`src/rtl/skin_bbox_detect.sv`:
```
// skin_bbox_detect
//   YCbCr skin-colour binarizer with per-frame bounding-box statistics.
//   Each pixel is classified as skin by inclusive Cb/Cr range checks. The
//   classification is registered to out_bin. The syncs are delayed by the
//   same single cycle. Skin pixels that are active and outside vsync are
//   folded into min/max/count accumulators. These accumulators are reported
//   and then cleared on every vsync rising edge, starting with the second
//   edge after reset.
//
// Ports
//   clk, nrst                 clock (rising edge), async active-low reset
//   in_y, in_cb, in_cr        pixel components (in_y is not used)
//   in_hsync, in_vsync, in_en line sync, frame sync, active-pixel qualifier
//   out_bin                   8'hFF skin / 8'h00 non-skin, 1-cycle latency
//   out_hsync/vsync/en        input syncs delayed 1 cycle
//   box_valid                 1-cycle pulse when box_* / skin_cnt update
//   box_found                 last reported frame contained skin
//   box_xmin..box_ymax        bounding box of skin in last reported frame
//   skin_cnt                  saturating skin pixel count of that frame
module skin_bbox_detect #(
    parameter logic [7:0] CB_MIN = 8'd77,
    parameter logic [7:0] CB_MAX = 8'd127,
    parameter logic [7:0] CR_MIN = 8'd133,
    parameter logic [7:0] CR_MAX = 8'd173
) (
    input  logic        clk,
    input  logic        nrst,
    input  logic [7:0]  in_y,
    input  logic [7:0]  in_cb,
    input  logic [7:0]  in_cr,
    input  logic        in_hsync,
    input  logic        in_vsync,
    input  logic        in_en,
    output logic [7:0]  out_bin,
    output logic        out_hsync,
    output logic        out_vsync,
    output logic        out_en,
    output logic        box_valid,
    output logic        box_found,
    output logic [10:0] box_xmin,
    output logic [10:0] box_xmax,
    output logic [10:0] box_ymin,
    output logic [10:0] box_ymax,
    output logic [21:0] skin_cnt
);

    typedef enum logic {UNARMED, ARMED} state_t;

    state_t      state;
    logic [10:0] col;
    logic [10:0] row;
    logic [10:0] acc_xmin;
    logic [10:0] acc_xmax;
    logic [10:0] acc_ymin;
    logic [10:0] acc_ymax;
    logic [21:0] acc_cnt;
    logic        acc_any;

    logic is_skin;
    logic vs_rise;
    logic en_fall;
    logic count_px;
    logic unused_y;

    assign unused_y = ^in_y;

    assign is_skin  = (in_cb >= CB_MIN) && (in_cb <= CB_MAX) &&
                      (in_cr >= CR_MIN) && (in_cr <= CR_MAX);
    // out_vsync / out_en already hold the previous-cycle input values,
    // so they double as the edge-detect history registers.
    assign vs_rise  = in_vsync & ~out_vsync;
    assign en_fall  = out_en & ~in_en;
    assign count_px = in_en & ~in_vsync & is_skin;

    // Binarized output and aligned syncs
    always_ff @(posedge clk or negedge nrst) begin
        if (!nrst) begin
            out_bin   <= '0;
            out_hsync <= 1'b0;
            out_vsync <= 1'b0;
            out_en    <= 1'b0;
        end else begin
            out_bin   <= (in_en && is_skin) ? 8'hFF : 8'h00;
            out_hsync <= in_hsync;
            out_vsync <= in_vsync;
            out_en    <= in_en;
        end
    end

    // Column / row position of the pixel currently on the inputs
    always_ff @(posedge clk or negedge nrst) begin
        if (!nrst) begin
            col <= '0;
            row <= '0;
        end else begin
            if (!in_en)
                col <= '0;
            else if (col != 11'h7FF)
                col <= col + 11'd1;

            if (vs_rise)
                row <= '0;
            else if (en_fall && row != 11'h7FF)
                row <= row + 11'd1;
        end
    end

    // Arming FSM, accumulators and frame report
    always_ff @(posedge clk or negedge nrst) begin
        if (!nrst) begin
            state     <= UNARMED;
            acc_xmin  <= '1;
            acc_xmax  <= '0;
            acc_ymin  <= '1;
            acc_ymax  <= '0;
            acc_cnt   <= '0;
            acc_any   <= 1'b0;
            box_valid <= 1'b0;
            box_found <= 1'b0;
            box_xmin  <= '0;
            box_xmax  <= '0;
            box_ymin  <= '0;
            box_ymax  <= '0;
            skin_cnt  <= '0;
        end else begin
            box_valid <= 1'b0;
            if (vs_rise) begin
                if (state == ARMED) begin
                    box_valid <= 1'b1;
                    box_found <= acc_any;
                    box_xmin  <= acc_any ? acc_xmin : '0;
                    box_xmax  <= acc_any ? acc_xmax : '0;
                    box_ymin  <= acc_any ? acc_ymin : '0;
                    box_ymax  <= acc_any ? acc_ymax : '0;
                    skin_cnt  <= acc_any ? acc_cnt  : '0;
                end
                state    <= ARMED;
                acc_xmin <= '1;
                acc_xmax <= '0;
                acc_ymin <= '1;
                acc_ymax <= '0;
                acc_cnt  <= '0;
                acc_any  <= 1'b0;
            end else if (count_px) begin
                acc_any <= 1'b1;
                if (col < acc_xmin) acc_xmin <= col;
                if (col > acc_xmax) acc_xmax <= col;
                if (row < acc_ymin) acc_ymin <= row;
                if (row > acc_ymax) acc_ymax <= row;
                if (acc_cnt != '1) acc_cnt <= acc_cnt + 22'd1;
            end
        end
    end

endmodule

```
`config.mk`:
```
export PLATFORM = sky130hd
export DESIGN_NAME = skin_bbox_detect
export DESIGN_NICKNAME = d
export VERILOG_FILES = /design/src/rtl/skin_bbox_detect.sv
export SDC_FILE = /design/constraint.sdc
export NUM_CORES = 1
export LEC_CHECK = 0
export CORE_MARGIN = 1
export CORE_UTILIZATION = 35
export DETAILED_ROUTE_END_ITERATION = 7
export GPL_TIMING_DRIVEN = 0
export HOLD_SLACK_MARGIN = 0.12
export SETUP_SLACK_MARGIN = 0.4
export SYNTH_ARGS = -nofsm -noshare
export SYNTH_HDL_FRONTEND = slang
export SYNTH_SLANG_ARGS = --single-unit
```
`constraint.sdc`:
```
create_clock -name clk -period 4.2 [get_ports clk]
set_input_delay 0.63 -clock clk [delete_from_list [all_inputs] [get_ports clk]]
set_output_delay 0.63 -clock clk [all_outputs]
set_load 0.01 [all_outputs]
```
Yosys cells after proc, flatten, opt, wreduce, memory -nomap -nowiden
Index checks and enable logic that the tools add are counted.
{ "word_totals": {"register_bits": 169, "out_inout_bits": 79} }
{ "op_classes": {"muxes": 29, "bitwise_logic": 7, "add_sub_neg": 3, "magnitude_cmp": 8, "n_reduce_logical": 18, "n_eq_ne": 4} }
{ "op_table": {"columns": ["cell", "count"], "rows": [
  ["$mux 11", 20],
  ["$mux 22", 4],
  ["$add 11x1->11 const B", 2],
  ["$add 22x1->22 const B", 1],
  ["$gt 11x11->1", 2],
  ["$lt 11x11->1", 2],
  ["$ne 11x11->1 const B", 2],
  ["$ne 22x22->1 const B", 1],
  ["$reduce_bool 2->1", 7],
  ["$reduce_and 2->1", 6],
  ["$ge 8x7->1 const B", 1],
  ["$ge 8x8->1 const B", 1],
  ["$le 8x7->1 const B", 1],
  ["$le 8x8->1 const B", 1],
  ["$mux 8", 1],
  ["$logic_and 1x1->1", 5],
  ["$and 1x1->1", 4],
  ["$mux 1", 4],
  ["$not 1->1", 3],
  ["$ne 2x1->1 const B", 1]
]} }

Depth between registers and ports, before layout
Gate-level depths: netlist of run 1.
{ "depth": {"depth_word": 7, "ltp_mapped": 8, "depth_no_buf": 7} }

Least setup slack after synthesis of run 1
Ideal clock, no wire load.
{ "synth_timing": {"kind": "input port to flip-flop", "startpoint": "input in_cb[7]", "endpoint": "register acc_xmax[1]", "arrival_ps": 2226, "cell_stages": 6, "path_slack_ps": 1849, "n_path_buf": 1, "path_cell_list": "nand3b_2 a2111oi_4 and2_2 o311a_1 buf_4 mux2_2"} }
{ "synth_between": {"elab_chain_cells": 7} }
{ "synth_rtl": {"columns": ["item", "line_no", "rtl"], "rows": [
  ["start, declared", "29", "input logic [7:0] in_cb,"],
  ["$ge 8x7->1 / $le 8x7->1 (equally long branches)", "67", "assign is_skin = (in_cb >= CB_MIN) && (in_cb <= CB_MAX) &&"],
  ["$logic_and 1x1->1 (*) (2 in series)", "67", null],
  ["$logic_and 1x1->1 (*)", "68", "(in_cr >= CR_MIN) && (in_cr <= CR_MAX);"],
  ["$and 1x1->1 (*)", "73", "assign count_px = in_en & ~in_vsync & is_skin;"],
  ["$reduce_bool 2->1 (no source line) (*)", null, null],
  ["$reduce_and 2->1 (no source line) (*)", null, null],
  ["end signal, assigned", "147", "if (col > acc_xmax) acc_xmax <= col;"],
  ["end, declared", "53", "logic [10:0] acc_xmax;"]
]} }
Mark *: on every way between the ends. The rest lies on a longest branch, timed or not.
A chain may end at the register's enable or synchronous reset.

Worst setup path in the final report of run 1
{ "layout_timing": {"startpoint": "input in_en", "endpoint": "register acc_cnt[4]"} }
{ "layout_between": {"elab_chain_cells": 4} }
{ "layout_rtl": {"columns": ["item", "line_no", "rtl"], "rows": [
  ["start, declared", "33", "input logic in_en,"],
  ["$and 1x1->1 (2 in series)", "73", null],
  ["$reduce_bool 2->1 (no source line)", null, null],
  ["$reduce_and 2->1 (no source line)", null, null],
  ["end signal, assigned", "150", "if (acc_cnt != '1) acc_cnt <= acc_cnt + 22'd1;"],
  ["end, declared", "56", "logic [21:0] acc_cnt;"]
]} }
Every way passes these cells.

==> results.md, run 1 <==
* Status: finished clean
* Tcrit/Tclk final at 0.724
* Final Hold Viols at 0
* Period minus WS final at just over 3 ns
* DRC at 0
* Overall Power at between 3000 and 4000 uW
* WP buf/inv at 3
* Yosys top cell by area: dfrtp_1
* Ant. Diodes at 0
* Fin util at 0.451
* IO Pins at around 110
* # Post-CTS Setup Buffers at 0
* Post-synth top cells: nand2_1, dfrtp_1, o21ai_0
* Area after DPL at 9700 um^2
* Synth cell types at 60
* Synth Area in XOR/XNOR at 0.0127
* Internal Dissipation at 2670 uW
* Hold_buf cts at 0
* Min-delay worst type: input port to asynchronous set/reset pin
* Die X at about 160 um
* Setup crit start kind: input port
* First DRT Iteration DRCs at ~450
* Final max-slew violation count at 0
* Synth Area in Simple Gates at 0.192
* Hpwl dp at 15.3 mm
* Crit-path slowest cell: clkdlybuf4s50_1
* Fraction of registers with async set/reset at 1.00
* RePlAce Congestion at 0.855
* Clock H-tree levels at 4
* Synth-to-layout area growth at 24.6%
* Initial Utilization at 0.362
* Routed Antenna Nets at 0
* Peak VDD IR at 0.000255 V
* Worst skew pair latency at 0.43 ns
* Max FO, Critical Path at 10
* Fmax at 0.329 GHz
* Inserted Clock Buffers at 17
* Max-Cap Viols at 0
* Drt pass-1 iters at 5
* Mapped Area at 8290 um^2
* Post-synthesis adder-cell area fraction at 0.0679
* Net switching power at 841 uW
* Post-synth top area share at 0.423
* Worst setup path category: input port to flip-flop
* Largest net degree at the start of global routing at 109
* Post-synthesis compound-gate area fraction at 0.121
* Vias in the first global route at 6720
* RSZ-0062 raised after global routing: no
* Die area at around 24000 um^2
* Hold slack at 0.103 ns
* First-pass GRT wire length at 35.3 mm
* Nets@finish at approximately 1.1k
* Post-synth EDFFs at 0
* Seq pwr share at 0.460
* Synth warnings at 0
* Via count at 6746
* Slew margin rel. at 0.403
* FF+latch count, synth at 162
* Vias per cell at 5.06
* CTS tree: yes
* Post_cts resized at 0
* Syn Area/Cell at 9.32 um^2
* Sw Share at 0.240
* Longest Clk Path Bufs at 2
* Crit path max-delay family: compound AO/OA/AOI/OAI gates
* Number of port buffers at 99
* Setup crit end kind: flip-flop
* Post-synthesis mux area share at 0.0578
* LEAKAGE at 0.00439 uW
* GRT overflow at 0
* Die height at approximately 160 um
* Clock share of power at 0.471
* Reg-to-reg critical path startpoint: row[9]$_DFFE_PN0P_
* Core Region at 22900 um^2
* CTS sink count at 162
* Synthesized net count at a little under 1k
* Power share of the combinational group at 0.069
* Synth Flop Type: dfrtp_1
* Seq/Total Area, Yosys at 0.492
* Post-Syn Instances at 889
* Top-count cell post-synth: nand2_1
* Layout cells sized above 1 at 0.0842
* Worst-margin pin slew at 0.895 ns
* PwrDens at between 300 and 400 nW/um^2
* Antenna violations before repair at 0
* Drt wl/cell at 16.2 um
* Finished Cell Area at 10300 um^2
* Clk_skew at between 0.009 and 0.01 ns
* Worst EP required at 4.49 ns
* Crit path DAT at 3.33 ns
* Final WL at around 22 mm
* Root buf cell: clkbuf_16
* Crit path cell chain: clkdlybuf4s50_1 > nand3b_2 > a2111oi_4 > nand2_2 > buf_6 > clkbuf_1 > o311ai_0 > o41ai_1
* Tot GR Track Use at 0.187
* Largest family of logic cells by synthesized area: simple AND/OR/NAND/NOR gates
* CTS clock-pin slew for the worst setup and hold paths at about 0.07 ns
* Rows at 55
* Slowest stage delay, CP at 0.77 ns
* Worst setup path start: in_en
* Top cells by area, synth: dfrtp_1, nand2_1, dfstp_2
* Final setup violation count at 0
[worst paths after layout]
path                                            end  slack, ns  cells after the start
setup / recovery             acc_cnt[4]$_DFFE_PN0P_       1.16                      8
setup reg to reg            acc_ymax[8]$_DFFE_PN0P_       1.60                      7
hold reg to reg            skin_cnt[18]$_DFFE_PN0P_       0.48                      2
hold / removal              box_xmin[1]$_DFFE_PN0P_       0.10                      1
max in group asynchronous   box_ymax[7]$_DFFE_PN0P_       3.22                      2
min in group clk           skin_cnt[18]$_DFFE_PN0P_       0.48                      2
[layout by cell type, fill, tap and decap left out, types with 7 or more instances in the layout]
cell type	n
xnor2_1	11
nand4_1	12
clkbuf_16	17
o311ai_0	8
a21oi_1	20
nor2_1	68
mux2_2	7
nand2_1	181
and2_1	7
buf_4	11
clkdlybuf4s50_1	98
dfstp_2	22
inv_1	60
dfrtp_1	140
ha_1	45
nor4_1	7
o21ai_0	80
o31ai_1	8
or4_1	8
nand3_1	26
clkbuf_1	38
mux2i_1	40
[registers in the layout, indices dropped and copies added (netlist names), 11 cells and up]
| name | flops |
|---|---|
| acc_cnt | 22 |
| acc_xmax | 11 |
| acc_xmin | 11 |
| acc_ymax | 11 |
| acc_ymin | 11 |
| box_xmax | 11 |
| box_xmin | 11 |
| box_ymax | 11 |
| box_ymin | 11 |
| col | 11 |
| row | 11 |
| skin_cnt | 22 |
[stage by stage]
step,TNS (ns),worst slack [ns],cells
floorplan,0,1.85,889
global placement,-664.46,-4.41,1301
detailed placement,0,0.725,1302
CTS,0,1.15,1334
global route,0,1.03,1334
finish,0,1.16,1334
[cell families after synthesis]
group	Yosys count
XOR/XNOR	12
multiplexers	47
flip-flops	162
AND/OR/NAND/NOR	352
buffers and inverters	112
AO/OA/AOI/OAI	159
adder cells (fa/ha/maj)	45
[worst register-to-register path, stage by stage, from the launching register on]
cell	delay, ns
dfrtp_1	0.46
ha_1	0.33
nand3_1	0.13
a2111oi_0	0.54
a211oi_1	0.11
a211oi_1	0.42
buf_4	0.31
mux2i_1	0.22
[power by group through the flow]
stage	logic, uW	registers [uW]	clock network (uW)
global placement	239	1640	0
global route	270	1620	1750
CTS	246	1610	1680
floorplan	110	1640	0
finish	241	1610	1650
detailed placement	246	1640	0
[metal layers]
layer	part of all wire	track usage	vias up
met1	0.47	0.253	3259
met4	0.016	0.0570	0
met2	0.46	0.303	166
met5	0	0	-
li1	-	-	3295
met3	0.048	0.0347	26
[area by class of cell]
class                      count  area, um^2
tap                          313         392
sequential                   162        4080
multi-input combinational    615        3740
clock buffer                  22         474
timing repair buffer         100        1020
buffer                        52         245
inverter                      60         225
fill                        2209       12600
clock inverter                10         149
Power figures use the tool's default switching activity.
==> inputs of run 2 (changes only) <==
==> constraint.sdc (replaced) <==
create_clock -name clk -period 2.8 [get_ports clk]
set_input_delay 0.42 -clock clk [delete_from_list [all_inputs] [get_ports clk]]
set_output_delay 0.42 -clock clk [all_outputs]
set_load 0.01 [all_outputs]
==> results.md, run 2 (synthesis results as in run 1) <==
* Internal Dissipation at 4010 uW
* Setup WS post-layout at 0.474 ns
* Inserted Clock Buffers at 17
* Worst EP required at 3.12 ns
* Regs by FF count: acc_cnt x22, skin_cnt x22
* Hpwl dp at 15.3 mm
* Status: finished clean
* GRT overflow at 0
* Worst setup path start: in_cb[7]
* LEAKAGE at 0.00446 uW
* Reg-to-reg critical path startpoint: acc_any$_DFFE_PN0P_
* Hold slack at 0.302 ns
* Die height at 156 um
* Vias in the first global route at ~6.7k
* Non-Filler Instances at 1338
* Rows at 55
* Met1 GRT Util at 0.253
* Longest Clk Path Bufs at 2
* Worst setup path category: input port to flip-flop
* Antenna violations before repair at 0
* Worst-margin pin slew at 0.759 ns
* Largest net degree at the start of global routing at 109
* Net switching power at between 1000 and 1500 uW
* Clock share of power at 0.471
* Ant. Diodes at 0
* First-pass GRT wire length at 35.3 mm
* Reg2Reg Setup Slack at 0.53 ns
* Most frequent cells in the layout: nand2_1, dfrtp_1, clkdlybuf4s50_1
* Cells after DPL at 1302
* Layout cells sized above 1 at 0.0927
* Tot GR Track Use at 0.187
* Setup crit start kind: input port
* Drt wl/cell at 16.2 um
* RePlAce Congestion at 0.855
* Period minus WS final at 2.33 ns
* Overall Power at 5270 uW
* R2R cell count at 5
* Min-delay worst type: input port to flip-flop
* Slew margin rel. at 0.494
* Final setup violation count at 0
* Routed Antenna Nets at 0
* Clock H-tree levels at 4
* Worst r2r dst: skin_cnt[21]$_DFFE_PN0P_
* CTS tree: yes
* Die X at 156 um
* CTS clock-pin slew for the worst setup and hold paths at 0.07 ns
* Synth-to-layout area growth at 25.3%
* Initial Utilization at 0.362
* Max-Cap Viols at 0
* Worst Hold Depth at 1
* Tcrit/Tclk final at 0.831
* Grt met2 use at 0.303
* DRC at 0
* Fmax at 0.430 GHz
* RSZ-0062 raised after global routing: no
* Via count at 6785
* Worst skew pair latency at 0.44 ns
* Seq pwr share at 0.459
* PwrDens at roughly 510 nW/um^2
* Crit path DAT at roughly 2.6 ns
* CTS sink count at 162
* Max FO, Critical Path at 10
* Root buf cell: clkbuf_16
* IO Pins at 108
* Clk_skew at 0.0123 ns
* Drt pass-1 iters at 5
* Die area at 24300 um^2
* Busiest grt layer: met2
* First DRT Iteration DRCs at 413
* Peak VDD IR at between 0.0003 and 0.0004 V
* Setup crit end kind: flip-flop
* Most common cell after layout, fill and taps aside: nand2_1
* Sw Share at 0.240
* Nets@finish at 1086
* Number of port buffers at 99
* Core Region at 22900 um^2
* Power share of the combinational group at 0.070
* Final Hold Viols at 0
* M3 GR Usage at 0.0347
* Setup crit end: acc_xmax[1]$_DFFE_PN0P_
* Final WL at 21.6 mm
* DP Worst Slack at -0.465 ns
* Final max-slew violation count at 0
* Vias per cell at 5.07
-- run 2: layer usage --
metal / wire length (um) / vias up
li1: - / 3306
met1: 10200 / 3273
met2: 10100 / 183
met3: 1030 / 23
met4: 308 / 0
met5: 0 / -
-- run 2: final cells by class --
type | count | area (um^2)
timing repair buffer | 104 | 1050
sequential | 162 | 4080
inverter | 60 | 225
clock inverter | 10 | 149
tap | 313 | 392
clock buffer | 22 | 474
fill | 2203 | 12500
multi-input combinational | 615 | 3770
buffer | 52 | 251
-- run 2: how the worst min path moves through the flow --
| stage | from | to | slack, ns |
|---|---|---|---|
| finish | in_en | out_en$_DFF_PN0_ | 0.30 |
| global route | in_en | out_en$_DFF_PN0_ | 0.30 |
| CTS | in_hsync | out_hsync$_DFF_PN0_ | 0.42 |
| detailed placement | nrst | box_xmin[1]$_DFFE_PN0P_ | 0.38 |
| global placement | state$_DFFE_PN0P_ | state$_DFFE_PN0P_ | 0.45 |
| floorplan | nrst | acc_any$_DFFE_PN0P_ | 0.12 |
-- run 2: critical path: stages --
cell and delay (ns):
clkdlybuf4s50_1 0.39, nand3b_2 0.23, a2111oi_4 0.47, and2_2 0.32
o311a_1 0.22, buf_4 0.22, mux2_2 0.36
-- run 2: timing repair --
item / 4_1_cts / 5_1_grt
resized for setup: 6 / 9
pin swaps: 2 / 3
endpoints found under the setup margin: 121 / 73
hold endpoints to repair: 41 / 0
hold buffers: 1 / 0
setup buffers: 1 / 2
-- run 2: metrics by stage --
stage / setup TNS, ns / util / cell area [um^2]
after floorplan: 0 / - / 8290
after global placement: -889.06 / 0.422 / 9670
after detailed placement: -32.96 / 0.423 / 9700
after CTS: 0 / 0.452 / 10400
after global routing: 0 / 0.453 / 10400
final: 0 / 0.453 / 10400
-- run 2: power groups by stage --
| stage | Sequential, uW | Clock (uW) | Combinational, uW |
|---|---|---|---|
| final | 2420 | 2480 | 369 |
| after CTS | 2420 | 2520 | 373 |
| after floorplan | 2460 | 0 | 165 |
| after global placement | 2460 | 0 | 358 |
| after detailed placement | 2460 | 0 | 369 |
| after global routing | 2420 | 2630 | 414 |
==> inputs of run 3 (changes only) <==
==> constraint.sdc (replaced) <==
create_clock -name clk -period 2.05 [get_ports clk]
set_input_delay 0.3075 -clock clk [delete_from_list [all_inputs] [get_ports clk]]
set_output_delay 0.3075 -clock clk [all_outputs]
set_load 0.01 [all_outputs]
==> results.md, run 3 (synthesis results as in run 1) <==
* Worst-margin pin slew at between 0.7 and 0.8 ns
* Area after DPL at 9970 um^2
* Met2 WL at 12.7 mm
* Worst skew pair latency at approximately 0.44 ns
* Setup crit end kind: flip-flop
* Final Hold Viols at 0
* Drt wl/cell at between 15 and 20 um
* Cells after DPL at 1302
* Final max-slew violation count at 0
* Worst setup path category: flip-flop to flip-flop
* Largest net degree at the start of global routing at 94
* CTS sink count at between 150 and 200
* Most common cell after layout, fill and taps aside: nand2_1
* Vias per cell at 5.18
* Final setup violation count at 16
* First DRT Iteration DRCs at 470
* Regs by FF count: acc_cnt x22, skin_cnt x22
* Rows at 55
* Setup WS post-layout at -0.0473 ns
* Min-delay worst type: input port to flip-flop
* Die X at 156 um
* Longest Clk Path Bufs at 2
* CTS clock-pin slew for the worst setup and hold paths at 0.07 ns
* Root buf cell: clkbuf_16
* Non-Filler Instances at 1459
* Storage cell area at 4120 um^2
* Max FO, Critical Path at 5
* Fmax at 0.477 GHz
* LEAKAGE at 0.00634 uW
* Ant. Diodes at 0
* Tot GR Track Use at 0.208
* First-pass GRT wire length at 39.3 mm
* Hpwl dp at around 15 mm
* Area of the multi-input gates at 4740 um^2
* Layout cells sized above 1 at 0.338
* Slew margin rel. at 0.491
* Setup crit start kind: flip-flop
* Worst EP required at 2.40 ns
* Period minus WS final at 2.10 ns
* Met3 WL at 1.34 mm
* PwrDens at 554 nW/um^2
* Drt pass-1 iters at 5
* CTS tree: yes
* Status: finished, violations left
* Finished Cell Area at 12600 um^2
* Layout fillers at 1968
* Tcrit/Tclk final at 1.02
* Initial Utilization at 0.362
* Die area at 24300 um^2
* IO Pins at 108
* RePlAce Congestion at 0.858
* Via count at 7551
* Inserted Clock Buffers at 17
* RSZ-0062 raised after global routing: yes
* Crit path DAT at ~2.5 ns
* Nets@finish at 1208
* Vias in the first global route at 7520
* Max-Cap Viols at 0
* Clock H-tree levels at 4
* Peak VDD IR at 0.000501 V
* Most frequent cells in the layout: nand2_1, dfrtp_1, buf_4
* Top layer in use: met4
* Antenna violations before repair at 0
* Final WL at around 26 mm
* GRT overflow at 0
* Failing checks: negative setup slack
* Die height at 156 um
* Final setup TNS at -0.490 ns
* Routed Antenna Nets at 0
* Core Region at 22900 um^2
* Synth-to-layout area growth at 52.1%
* Clk_skew at around 0.011 ns
* DRC at 0
* Number of port buffers at between 90 and 100
* Post-Route M1 WL at ~11 mm
* Overall Power at 6990 uW
* DP Worst Slack at -1.16 ns
==> run 3: cell types whose count changed in the layout (fill, tap and decap cells not counted), moves of 16 or more <==
| cell | change |
|---|---|
| buf_4 | +92 |
| buf_6 | +32 |
| clkbuf_1 | -17 |
| clkdlybuf4s50_1 | -88 |
| dfrtp_1 | -28 |
| dfrtp_2 | +28 |
| dlygate4sd2_1 | +29 |
| dlymetal6s2s_1 | +45 |
| ha_1 | -23 |
| ha_4 | +22 |
| nand3_1 | -16 |
==> run 3: what timing repair did <==
| action | 4_1_cts | 5_1_grt |
|---|---|---|
| endpoints found under the hold margin | 78 | 0 |
| cloned | 6 | 1 |
| resized for setup | 226 | 136 |
| endpoints found under the setup margin | 183 | 189 |
| pin swaps | 55 | 42 |
| setup buffers | 96 | 20 |
| hold buffers | 3 | 0 |
==> run 3: layer usage <==
| layer | up-vias | global-route usage |
|---|---|---|
| met4 | 0 | 0.0691 |
| met2 | 240 | 0.358 |
| li1 | 3551 | - |
| met3 | 43 | 0.0397 |
| met1 | 3717 | 0.261 |
| met5 | - | 0 |
==> run 3: stage by stage <==
step | hold slack (ns) | utilization
5_1_grt | 0.257 | 0.550
4_1_cts | 0.185 | 0.522
3_5_place_dp | 0.396 | 0.435
2_1_floorplan | 0.0119 | -
3_3_place_gp | 0.450 | 0.434
6_report | 0.273 | 0.550
==> run 3: worst paths after layout <==
kind / to / from / slack [ns] / cells after the start
setup / recovery: acc_ymax[2]$_DFFE_PN0P_ / row[10]$_DFFE_PN0P_ / -0.05 / 8
setup reg to reg: acc_ymax[2]$_DFFE_PN0P_ / row[10]$_DFFE_PN0P_ / -0.05 / 8
max in group asynchronous: out_bin[6]$_DFF_PN0_ / nrst / 0.78 / 3
hold / removal: col[4]$_DFFE_PN0P_ / in_en / 0.27 / 3
hold reg to reg: skin_cnt[15]$_DFFE_PN0P_ / skin_cnt[15]$_DFFE_PN0P_ / 0.47 / 2
min in group asynchronous: box_xmin[2]$_DFFE_PN0P_ / nrst / 0.46 / 2
==> run 3: cell type report <==
type / instances / share of cell area
repair buffers: 226 / 0.174
plain buffers: 52 / 0.0326
inverters: 60 / 0.0179
clock buffers: 22 / 0.0360
clock inverters: 9 / 0.00665
multi-input cells: 615 / 0.376
well taps: 313 / 0.0311
flip-flops and latches: 162 / 0.326
==> run 3: worst max-delay path: stages, from the launching register on <==
cell	delay, ns
dfrtp_2	0.43
ha_4	0.30
nand3_4	0.11
a2111oi_4	0.37
a211oi_2	0.07
a211oi_2	0.25
buf_4	0.18
buf_6	0.13
mux2i_1	0.18
==> run 3: where the power goes <==
part | internal [uW] | total, uW | leakage (uW) | switching, uW
combinational | 280 | 669 | 0.00397 | 390
sequential | 3260 | 3300 | 0.00212 | 46.5
clock | 1690 | 3010 | 0.000252 | 1320
